<file path="src/rtl/bcd_to_bin_seq.sv">
`default_nettype none
// ============================================================================
// Module   : bcd_to_bin_seq
// Purpose  : Sequential BCD-to-binary converter (reverse double dabble).
//            One bit per clock, ready/valid handshake on input and output.
//            Optional macro BCD2BIN_ERR_EN enables invalid-digit detection.
// Revision : 1.0 - initial release
// ============================================================================
module bcd_to_bin_seq #(
  parameter int DIGITS = 3,
  parameter int BIN_W  = 10
) (
  input  logic                  clk,
  input  logic                  rst_n,
  input  logic [4*DIGITS-1:0]   in_bcd,
  input  logic                  in_valid,
  output logic                  in_ready,
  output logic [BIN_W-1:0]      out_bin,
  output logic                  out_err,
  output logic                  out_valid,
  input  logic                  out_ready
);

  localparam int BCD_W = 4 * DIGITS;
  localparam int CNT_W = $clog2(BIN_W + 1);

  typedef enum logic [1:0] {
    ST_IDLE  = 2'd0,
    ST_SHIFT = 2'd1,
    ST_DONE  = 2'd2
  } state_t;

  state_t             state_q, state_d;
  logic [BCD_W-1:0]   bcd_q, bcd_d;
  logic [BIN_W-1:0]   bin_q, bin_d;
  logic [CNT_W-1:0]   cnt_q, cnt_d;

  // One iteration: shift {bcd, bin} right, then correct each digit >= 8.
  logic [BCD_W+BIN_W-1:0] w_shift;
  logic [BCD_W-1:0]       w_bcd_sh;
  logic [BIN_W-1:0]       w_bin_sh;
  logic [BCD_W-1:0]       w_bcd_adj;

  assign w_shift  = {bcd_q, bin_q} >> 1;
  assign w_bcd_sh = w_shift[BCD_W+BIN_W-1:BIN_W];
  assign w_bin_sh = w_shift[BIN_W-1:0];

  // A digit >= 8 always has bit 3 set, so no borrow crosses digit boundaries.
  for (genvar g = 0; g < DIGITS; g++) begin : g_adj
    assign w_bcd_adj[4*g +: 4] = w_bcd_sh[4*g+3] ? (w_bcd_sh[4*g +: 4] - 4'd3)
                                                 : w_bcd_sh[4*g +: 4];
  end

`ifdef BCD2BIN_ERR_EN
  logic              err_q, err_d;
  logic [DIGITS-1:0] w_dig_bad;

  for (genvar g = 0; g < DIGITS; g++) begin : g_chk
    assign w_dig_bad[g] = (in_bcd[4*g +: 4] > 4'd9);
  end

  // Error flag register, only present when digit checking is built in.
  always_ff @(posedge clk or negedge rst_n) begin
    if (!rst_n) err_q <= 1'b0;
    else        err_q <= err_d;
  end

  assign out_err = err_q && (state_q == ST_DONE);
  assign out_bin = (state_q == ST_DONE && !err_q) ? bin_q : '0;
`else
  assign out_err = 1'b0;
  assign out_bin = (state_q == ST_DONE) ? bin_q : '0;
`endif

  // State and datapath registers.
  always_ff @(posedge clk or negedge rst_n) begin
    if (!rst_n) begin
      state_q <= ST_IDLE;
      bcd_q   <= '0;
      bin_q   <= '0;
      cnt_q   <= '0;
    end else begin
      state_q <= state_d;
      bcd_q   <= bcd_d;
      bin_q   <= bin_d;
      cnt_q   <= cnt_d;
    end
  end

  // Next-state, datapath update and handshake outputs.
  always_comb begin
    state_d   = state_q;
    bcd_d     = bcd_q;
    bin_d     = bin_q;
    cnt_d     = cnt_q;
    in_ready  = 1'b0;
    out_valid = 1'b0;
`ifdef BCD2BIN_ERR_EN
    err_d     = err_q;
`endif
    case (state_q)
      ST_IDLE: begin
        in_ready = 1'b1;
        if (in_valid) begin
          bcd_d   = in_bcd;
          bin_d   = '0;
          cnt_d   = CNT_W'(BIN_W);
          state_d = ST_SHIFT;
`ifdef BCD2BIN_ERR_EN
          err_d   = |w_dig_bad;
`endif
        end
      end
      ST_SHIFT: begin
        bcd_d = w_bcd_adj;
        bin_d = w_bin_sh;
        cnt_d = cnt_q - CNT_W'(1);
        if (cnt_q == CNT_W'(1)) state_d = ST_DONE;
      end
      ST_DONE: begin
        out_valid = 1'b1;
        if (out_ready) begin
          state_d = ST_IDLE;
`ifdef BCD2BIN_ERR_EN
          err_d   = 1'b0;
`endif
        end
      end
      default: state_d = ST_IDLE;
    endcase
  end

endmodule
`default_nettype wire

</file>
<file path="config.mk">
export PLATFORM = sky130hd
export DESIGN_NAME = bcd_to_bin_seq
export DESIGN_NICKNAME = d
export VERILOG_FILES = /design/src/rtl/bcd_to_bin_seq.sv
export SDC_FILE = /design/constraint.sdc
export NUM_CORES = 1
export LEC_CHECK = 0
export CELL_PAD_IN_SITES_DETAIL_PLACEMENT = 0
export CELL_PAD_IN_SITES_GLOBAL_PLACEMENT = 1
export CORE_UTILIZATION = 45
export CTS_CLUSTER_DIAMETER = 60
export DETAILED_ROUTE_END_ITERATION = 7
export DONT_BUFFER_PORTS = 1
export PLACE_DENSITY = 0.74
export SKIP_CTS_REPAIR_TIMING = 1
export SLEW_MARGIN = 20
export SYNTH_ARGS = -nofsm -noshare
export SYNTH_HDL_FRONTEND = slang
export SYNTH_SLANG_ARGS = --single-unit
</file>
<file path="constraint.sdc">
create_clock -name clk -period 2.4 [get_ports clk]
set_input_delay 0.24 -clock clk [delete_from_list [all_inputs] [get_ports clk]]
set_output_delay 0.24 -clock clk [all_outputs]
set_load 0.01 [all_outputs]
</file>
# Word level (Yosys, flattened, before mapping)
# Index checks and enable logic that the tools add are counted.
# totals
input_bits	16
ff_bits	28
out_inout_bits	13
elab_cells	32
# classes
n_eq_ne	6
muxes	15
add_sub_neg	3
reduce_logical	4
# op_table
cell	count
12-bit case mux with 2 select lines	1
10-bit two-way mux	2
10-bit case mux with 2 select lines	1
12-bit two-way mux	1
4-bit two-way mux	3
4-bit case mux with 2 select lines	1
4-bit by 2-bit subtractor with 4-bit output, second input constant	2
2-bit two-way mux	3
2-bit != test, second input constant	3
2-bit case mux with 3 select lines	1
4-bit by 1-bit equality test with 1-bit output, second input constant	1
4-bit by 1-bit subtractor with 4-bit output, second input constant	1
3-bit AND reduction	1
2-bit by 1-bit equality test with 1-bit output, second input constant	1
2-bit equality test, second input constant	1
2-bit logical NOT	1
1-bit two-way mux	2
2-bit AND reduction	1
2-bit nonzero test	1

# Depth between registers and ports, before layout
# Gate-level depths: netlist of the first run.
# depth
depth_word	3
ltp_mapped	5
depth_no_buf	4

# Least setup slack after synthesis of the first run
# No wires, ideal clock.
# synth_path
kind	reg-to-reg
from	reg state_q[1]
to	reg bcd_q[1]
path_buffers	1
setup_slack_ns	1.167
period_less_slack_ns	1.233
arrival_time_ns	1.110
t_required_ns	2.277
stages_incl_launch_ff	4
setup_time_ns	0.123
path_cell_list	dfrtp_1 > buf_6 > or3b_4 > o221a_1
# synth_via
elab_chain_len	3
elab_cells_between_ends	6
classes_between	eq/ne (2); mux (1); reduce/logical (3)
# synth_rtl
element	line	rtl
from (decl)	33	state_t state_q, state_d;
from (signal assigned)	83	state_q <= state_d;
2-bit by 1-bit equality test with 1-bit output / 2-bit logical NOT (equally long branches)	101	case (state_q)
2-bit nonzero test (no line) / 2-bit != test (equally long branches)	--	
2-bit AND reduction (no line)	--	
to (signal assigned)	79	bcd_q <= '0;
to (signal assigned)	84	bcd_q <= bcd_d;
to (decl)	34	logic [BCD_W-1:0] bcd_q, bcd_d;
# Several ways; a longest one is shown, not always the timed one.
# A chain may end at the register's enable or synchronous reset.

# Final worst setup path of the first run
# layout_path
from	reg state_q[1]
to	out out_bin[1]
# layout_via
elab_chain_len	2
# layout_rtl
element	line	rtl
2-bit equality test	72	assign out_bin = (state_q == ST_DONE) ? bin_q : '0;
10-bit two-way mux	72	
to (decl)	18	output logic [BIN_W-1:0] out_bin,
# Every way passes these cells.

==> metrics, run 1 <==
TNS Setup 0 ns; layout cells sized above 1 0.0859; final std cell area, no fill 1470 µm²; Clock power frac 0.155; CTS tree built; post-synthesis cell type count 33; clk_skew 0.0162 ns; simple-gate share of the synthesized area 0.132; combinational fraction of design power 0.382; Top FF cell, synth dfrtp_1; Net Switching 0.721 mW; Critical Path Sink Type output pin; reg-to-reg startpoint state_q[0]$_DFFE_PN0P_; Final ANT Viol Nets 0; Detailed Routing Iterations Pass 1 4; Post-Syn Nets 150; Hold Path Sink bcd_q[11]$_DFFE_PN0P_; Clk pin slew, worst setup/hold paths 0.14 ns; drt total wl around 2700 µm; GPL Wtd Cong ~0.79; reg2reg setup slack 0.75 ns; largest net degree at the start of global routing 29; Cell Rows 19; GR Overflow Total 0; Int Pwr 1.25 mW; yosys warns 0; diode count 0; sequential fraction of the synthesis area 0.496; crit path cell chain inv_1 -> nor2_1 -> and2_1; Post-synth EDFFs 0; Required @ worst endpoint 2.16 ns; maxcap violations 0; final-report hold violation count 0; IO buf count 0; Die Span Y 58.0 µm; slowest CP cell dfrtp_1; total CTS buffers 3; # IOs 29; Power, Total 1.98 mW; 1st-iter DRT viols 24; Critical Path Start Type flop; first-pass GRT wire length 4400 µm; Cell Area, Synth 1410 µm²; RSZ-0062 raised after global routing false; vias in the first global route 885; main combinational cell family by area after synthesis compound AO/OA/AOI/OAI gates; die area 3360 µm²; Clock Sink Count 28; Post-Synthesis Cells 130; Max transition margin 0.514; Worst R2R End cnt_q[1]$_DFFE_PN0P_; WL/cell 16.8 µm; Post-synth ARST share 1.00; crit path time final 2.17 ns; Die Width 58.0 µm; post-synthesis mux area share 0.0222; maximum fanout along the worst path 13; Worst-Skew Late Latency around 0.33 ns; Layout Area Growth over Synthesis 4.26%; clk buf depth 2; via count 984; Root Driver clkbuf_4; Final HPWL DP 1840 µm; CP max stage delay 0.58 ns; final setup vio count 0; Pleak 0.642 nW; Seq pwr share 0.463; Initial Utilization 0.495; worst hold start in_valid; core area 2850 µm²; DR DRC count 0; critical path's top delay family simple AND/OR/NAND/NOR gates; Hold Slack about 0.075 ns; xor/xnor share of the synthesized area 0.0248; compound-cell area share of the yosys netlist 0.228; power density cells between 1000 and 1500 nW/µm²; status finished, final reports clean; WP data arrival approximately 1.9 ns; Final nets 149; Placement Cell Area roughly 1400 µm²; post-synthesis adder-cell area fraction 0.0355; Fmax 0.461 GHz; Syn Area/Cell between 10 and 15 µm²; critical path class reg2out; H-tree depth 1; Min-Delay Path Class in2reg; Yosys reg bits 28; sw frac 0.365; initial antenna violation count 0; Buf/Inv on CP 1; WHS Path Cells 1; Vias/cell 6.19; worst r2r path cells 2; VDD IR max 0.000597 V; Final Max Tran Viols 0; Worst Tran Pin Value about 0.73 ns; period utilisation layout 0.903; GR Util All Layers 0.173
power by group through the flow:
stage	logic, mW	registers, mW	clock network, mW
5_1_grt	0.863	0.958	0.334
6_report	0.755	0.915	0.305
4_1_cts	0.746	0.918	0.316
3_5_place_dp	0.746	0.926	0
3_3_place_gp	0.717	0.916	0
2_1_floorplan	0.724	0.830	0
cell type report:
class / instances / area (µm²)
Timing Repair Buffer: 3 / 40.0
Sequential cell: 28 / 701
Inverter: 3 / 11.3
Multi-Input combinational cell: 90 / 628
Clock buffer: 3 / 22.5
Clock inverter: 1 / 30.0
Tap cell: 31 / 38.8
Fill cell: 272 / 1380
layer usage:
layer  routed length (µm)  GRT usage  vias up
li1                     -          -      464
met1                 1230      0.263      497
met2                 1280      0.253       21
met3                  159     0.0491        2
met4                   13     0.0204        0
met5                    0          0        -
registers in the layout, indices dropped and copies added (netlist names):
name	flops
bcd_q	12
bin_q	10
cnt_q	4
state_q	2
through the flow:
stage / std cells / setup slack, ns / utilization
after floorplan: 130 / 1.17 / -
final: 159 / 0.232 / 0.516
after detailed placement: 152 / 0.574 / 0.483
after global routing: 159 / 0.0208 / 0.516
after CTS: 156 / 0.206 / 0.502
after global placement: 152 / 0.631 / 0.483
cell usage in the layout, fill, tap and decap left out, types with 2 or more instances in the layout:
cell type	netlist	routed
mux2i_1	2	2
nor2b_1	5	5
a22oi_1	4	4
inv_1	3	3
a22o_1	11	11
xnor2_1	3	3
a21oi_1	5	5
a31oi_1	6	6
o22ai_1	5	5
nand2_1	9	9
o221a_1	2	2
ha_1	4	4
dlygate4sd3_1	0	2
and2_1	10	10
dfrtp_1	28	28
nor2_1	6	6
o21ai_0	4	4
clkbuf_4	0	3
cells by family after synthesis:
| family | Yosys count |
|---|---|
| compound gates | 43 |
| xor+xnor | 4 |
| fa+ha+maj | 4 |
| buf+inv | 12 |
| flops | 28 |
| mux | 3 |
| other cells | 1 |
| simple gates | 35 |
how the worst max path moves through the flow:
| stage | depth (start not counted) | slack, ns | endpoint | startpoint |
|---|---|---|---|---|
| after global routing | 3 | 0.02 | out_bin[1] | state_q[1]$_DFFE_PN0P_ |
| after CTS | 3 | 0.21 | out_bin[1] | state_q[1]$_DFFE_PN0P_ |
| after floorplan | 3 | 1.17 | bcd_q[1]$_DFFE_PN0P_ | state_q[1]$_DFFE_PN0P_ |
| final | 3 | 0.23 | out_bin[1] | state_q[1]$_DFFE_PN0P_ |
| after global placement | 3 | 0.63 | out_bin[8] | state_q[1]$_DFFE_PN0P_ |
| after detailed placement | 3 | 0.57 | out_bin[1] | state_q[1]$_DFFE_PN0P_ |
worst reg2reg max path: stages (launching register included):
cell and delay (ns):
dfrtp_1 0.63, o21bai_2 0.71, a22oi_1 0.17
synth_stat cells, drive strengths merged (2+ instances only):
| cell | instances | share of area |
|---|---|---|
| a21oi | 5 | 0.018 |
| dfrtp | 28 | 0.50 |
| and2 | 10 | 0.044 |
| nor2 | 6 | 0.016 |
| mux2i | 2 | 0.014 |
| a22o | 11 | 0.068 |
| ha | 4 | 0.035 |
| nand2 | 9 | 0.024 |
| nor2b | 5 | 0.022 |
| a31oi | 6 | 0.027 |
| a22oi | 4 | 0.021 |
| o21ai | 4 | 0.014 |
| inv | 3 | 0.0080 |
| buf | 9 | 0.051 |
| o221a | 3 | 0.024 |
| xnor2 | 3 | 0.019 |
| o22ai | 5 | 0.022 |
(Power assumes the default switching activity.)
==> inputs of run 2 (changes only) <==
Settings changed: PLACE_DENSITY 0.74 to default, PLACE_DENSITY_LB_ADDON from default to 0.1.
==> run 2 against run 1 <==
The flow now finishes with violations (design-rule violations); setup slack better by 0.22 ns; combinational power is essentially flat; die area stayed put; hold slack worse by 0.019 ns; critical path depth increased by 1; highest routed layer unchanged.
==> metrics, run 2 (synthesis results as in run 1) <==
most common cell after layout, fill and taps aside dfrtp_1; Cell Rows 19 (unchanged); Worst R2R End cnt_q[2]$_DFFE_PN0P_; largest net degree at the start of global routing 29 (unchanged); fillcell total 271 (-0.37%); vias in the first global route 928 (+4.9%); WHS Path Cells 1 (unchanged); Vias/cell 6.16 (-0.42%); Placement Cell Area 1390 µm² (+0.54%); critical path class reg2out; final std cell area, no fill 1460 µm² (-0.60%); first-pass GRT wire length 4410 µm (+0.16%); status complete, but fails checks; Hold Slack 0.0561 ns (-0.0189 ns); Final nets 150 (+0.67%); CTS tree built; Clk pin slew, worst setup/hold paths 0.16 ns (+0.02 ns); Worst Tran Pin Value 0.756 ns (+0.0265 ns); CP max stage delay 0.61 ns (+0.03 ns); maxcap violations 0 (unchanged); crit path time final 1.94 ns (-0.223 ns); Critical Path Sink Type output pin; worst hold start in_valid; critical path's top delay family flip-flops; clk buf depth 2 (unchanged); 1st-iter DRT viols 41 (+71%); IO buf count 0 (unchanged); clk_skew 0.0139 ns (-0.00237 ns); final setup vio count 0 (unchanged); WP data arrival 1.70 ns (-0.23 ns); Required @ worst endpoint 2.16 ns (about the same); Hold Path Sink bcd_q[11]$_DFFE_PN0P_; slowest CP cell dfrtp_1; total CTS buffers 3 (unchanged); reg2reg setup slack 0.72 ns (-0.03 ns); H-tree depth 1 (unchanged); worst r2r path cells 2 (unchanged); Most flops, register bcd_q; drt total wl 2750 µm (+2.7%); Layout Area Growth over Synthesis 3.63%; Worst-Skew Late Latency 0.33 ns (about the same); Final HPWL DP 1870 µm (+1.7%); GR Overflow Total 0 (unchanged); core area 2850 µm² (unchanged); die area 3360 µm² (unchanged); Final ANT Viol Nets 0 (unchanged); Critical Path Start Type flop; Die Span Y 58.0 µm (unchanged); Detailed Routing Iterations Pass 1 6 (+2); GR Util All Layers 0.175 (+0.00176); diode count 0 (unchanged); RSZ-0062 raised after global routing false; Largest register FFs 12 (unchanged); Root Driver clkbuf_4; period utilisation layout 0.810 (-0.0931); layout cells sized above 1 0.0930 (+0.00709); final-report hold violation count 0 (unchanged); DR DRC count 2 (+2); Pleak 0.640 nW (-0.23%); initial antenna violation count 0 (unchanged); power density cells 1300 nW/µm² (-3.3%); GPL Wtd Cong 0.715 (-9.0%); reg-to-reg startpoint state_q[0]$_DFFE_PN0P_; failing checks design-rule violations; Clock Sink Count 28 (unchanged); WL/cell 17.2 µm (+2.0%); largest registers bcd_q: 12 flops, bin_q: 10 flops, cnt_q: 4 flops; maximum fanout along the worst path 13 (unchanged); Min-Delay Path Class in2reg; Max transition margin 0.496 (-0.0177); Initial Utilization 0.495 (unchanged); Final Max Tran Viols 0 (unchanged); VDD IR max 0.000516 V (-14%); Die Width 58.0 µm (unchanged); crit path cell chain inv_1 -> nor2_1 -> buf_4 -> and2_1; TNS Setup 0 ns (unchanged); Fmax 0.514 GHz (+11%); via count 986 (+0.20%); # IOs 29 (unchanged); Buf/Inv on CP 2 (+1); commonest non-fill, non-tap cells in the layout dfrtp_1 (28), a22o_1 (11), and2_1 (10)
run 2: layer usage:
layer / vias to the layer above / track usage / part of all wire
met3: 4 / 0.0290 / 0.047
met2: 23 / 0.273 / 0.45
met4: 0 / 0.0816 / 0.017
met5: - / 0 / 0
met1: 487 / 0.239 / 0.48
li1: 472 / - / -
run 2: through the flow:
| stage | util | power, mW | worst slack, ns | instances |
|---|---|---|---|---|
| 6_report | 0.513 | 1.90 | 0.456 | 160 |
| 5_1_grt | 0.513 | 2.05 | 0.327 | 160 |
| 3_3_place_gp | 0.486 | 1.63 | 0.815 | 153 |
| 3_5_place_dp | 0.486 | 1.67 | 0.749 | 153 |
| 2_1_floorplan | - | 1.55 | 1.17 | 130 |
| 4_1_cts | 0.499 | 1.91 | 0.441 | 157 |
run 2: power by group:
part           total [mW]  leakage (nW)  switching (mW)  internal, mW
registers           0.914         0.350           0.227         0.687
logic               0.752         0.269           0.353         0.399
clock network       0.232        0.0210           0.139        0.0930
total                1.90         0.640           0.720          1.18
run 2: layout make-up:
class	count	area [µm²]	area share
sequential	28	701	0.479
tap	31	38.8	0.0265
multi-input combinational	90	628	0.429
timing repair buffer	4	47.5	0.0325
clock buffer	4	36.3	0.0248
inverter	3	11.3	0.00770
run 2: worst max path at each step:
stage,from,to,depth (start not counted)
floorplan,state_q[1]$_DFFE_PN0P_,bcd_q[1]$_DFFE_PN0P_,3
global placement,state_q[0]$_DFFE_PN0P_,cnt_q[2]$_DFFE_PN0P_,2
detailed placement,state_q[0]$_DFFE_PN0P_,cnt_q[1]$_DFFE_PN0P_,2
CTS,state_q[1]$_DFFE_PN0P_,out_bin[9],4
global route,state_q[1]$_DFFE_PN0P_,out_bin[9],4
finish,state_q[1]$_DFFE_PN0P_,out_bin[9],4
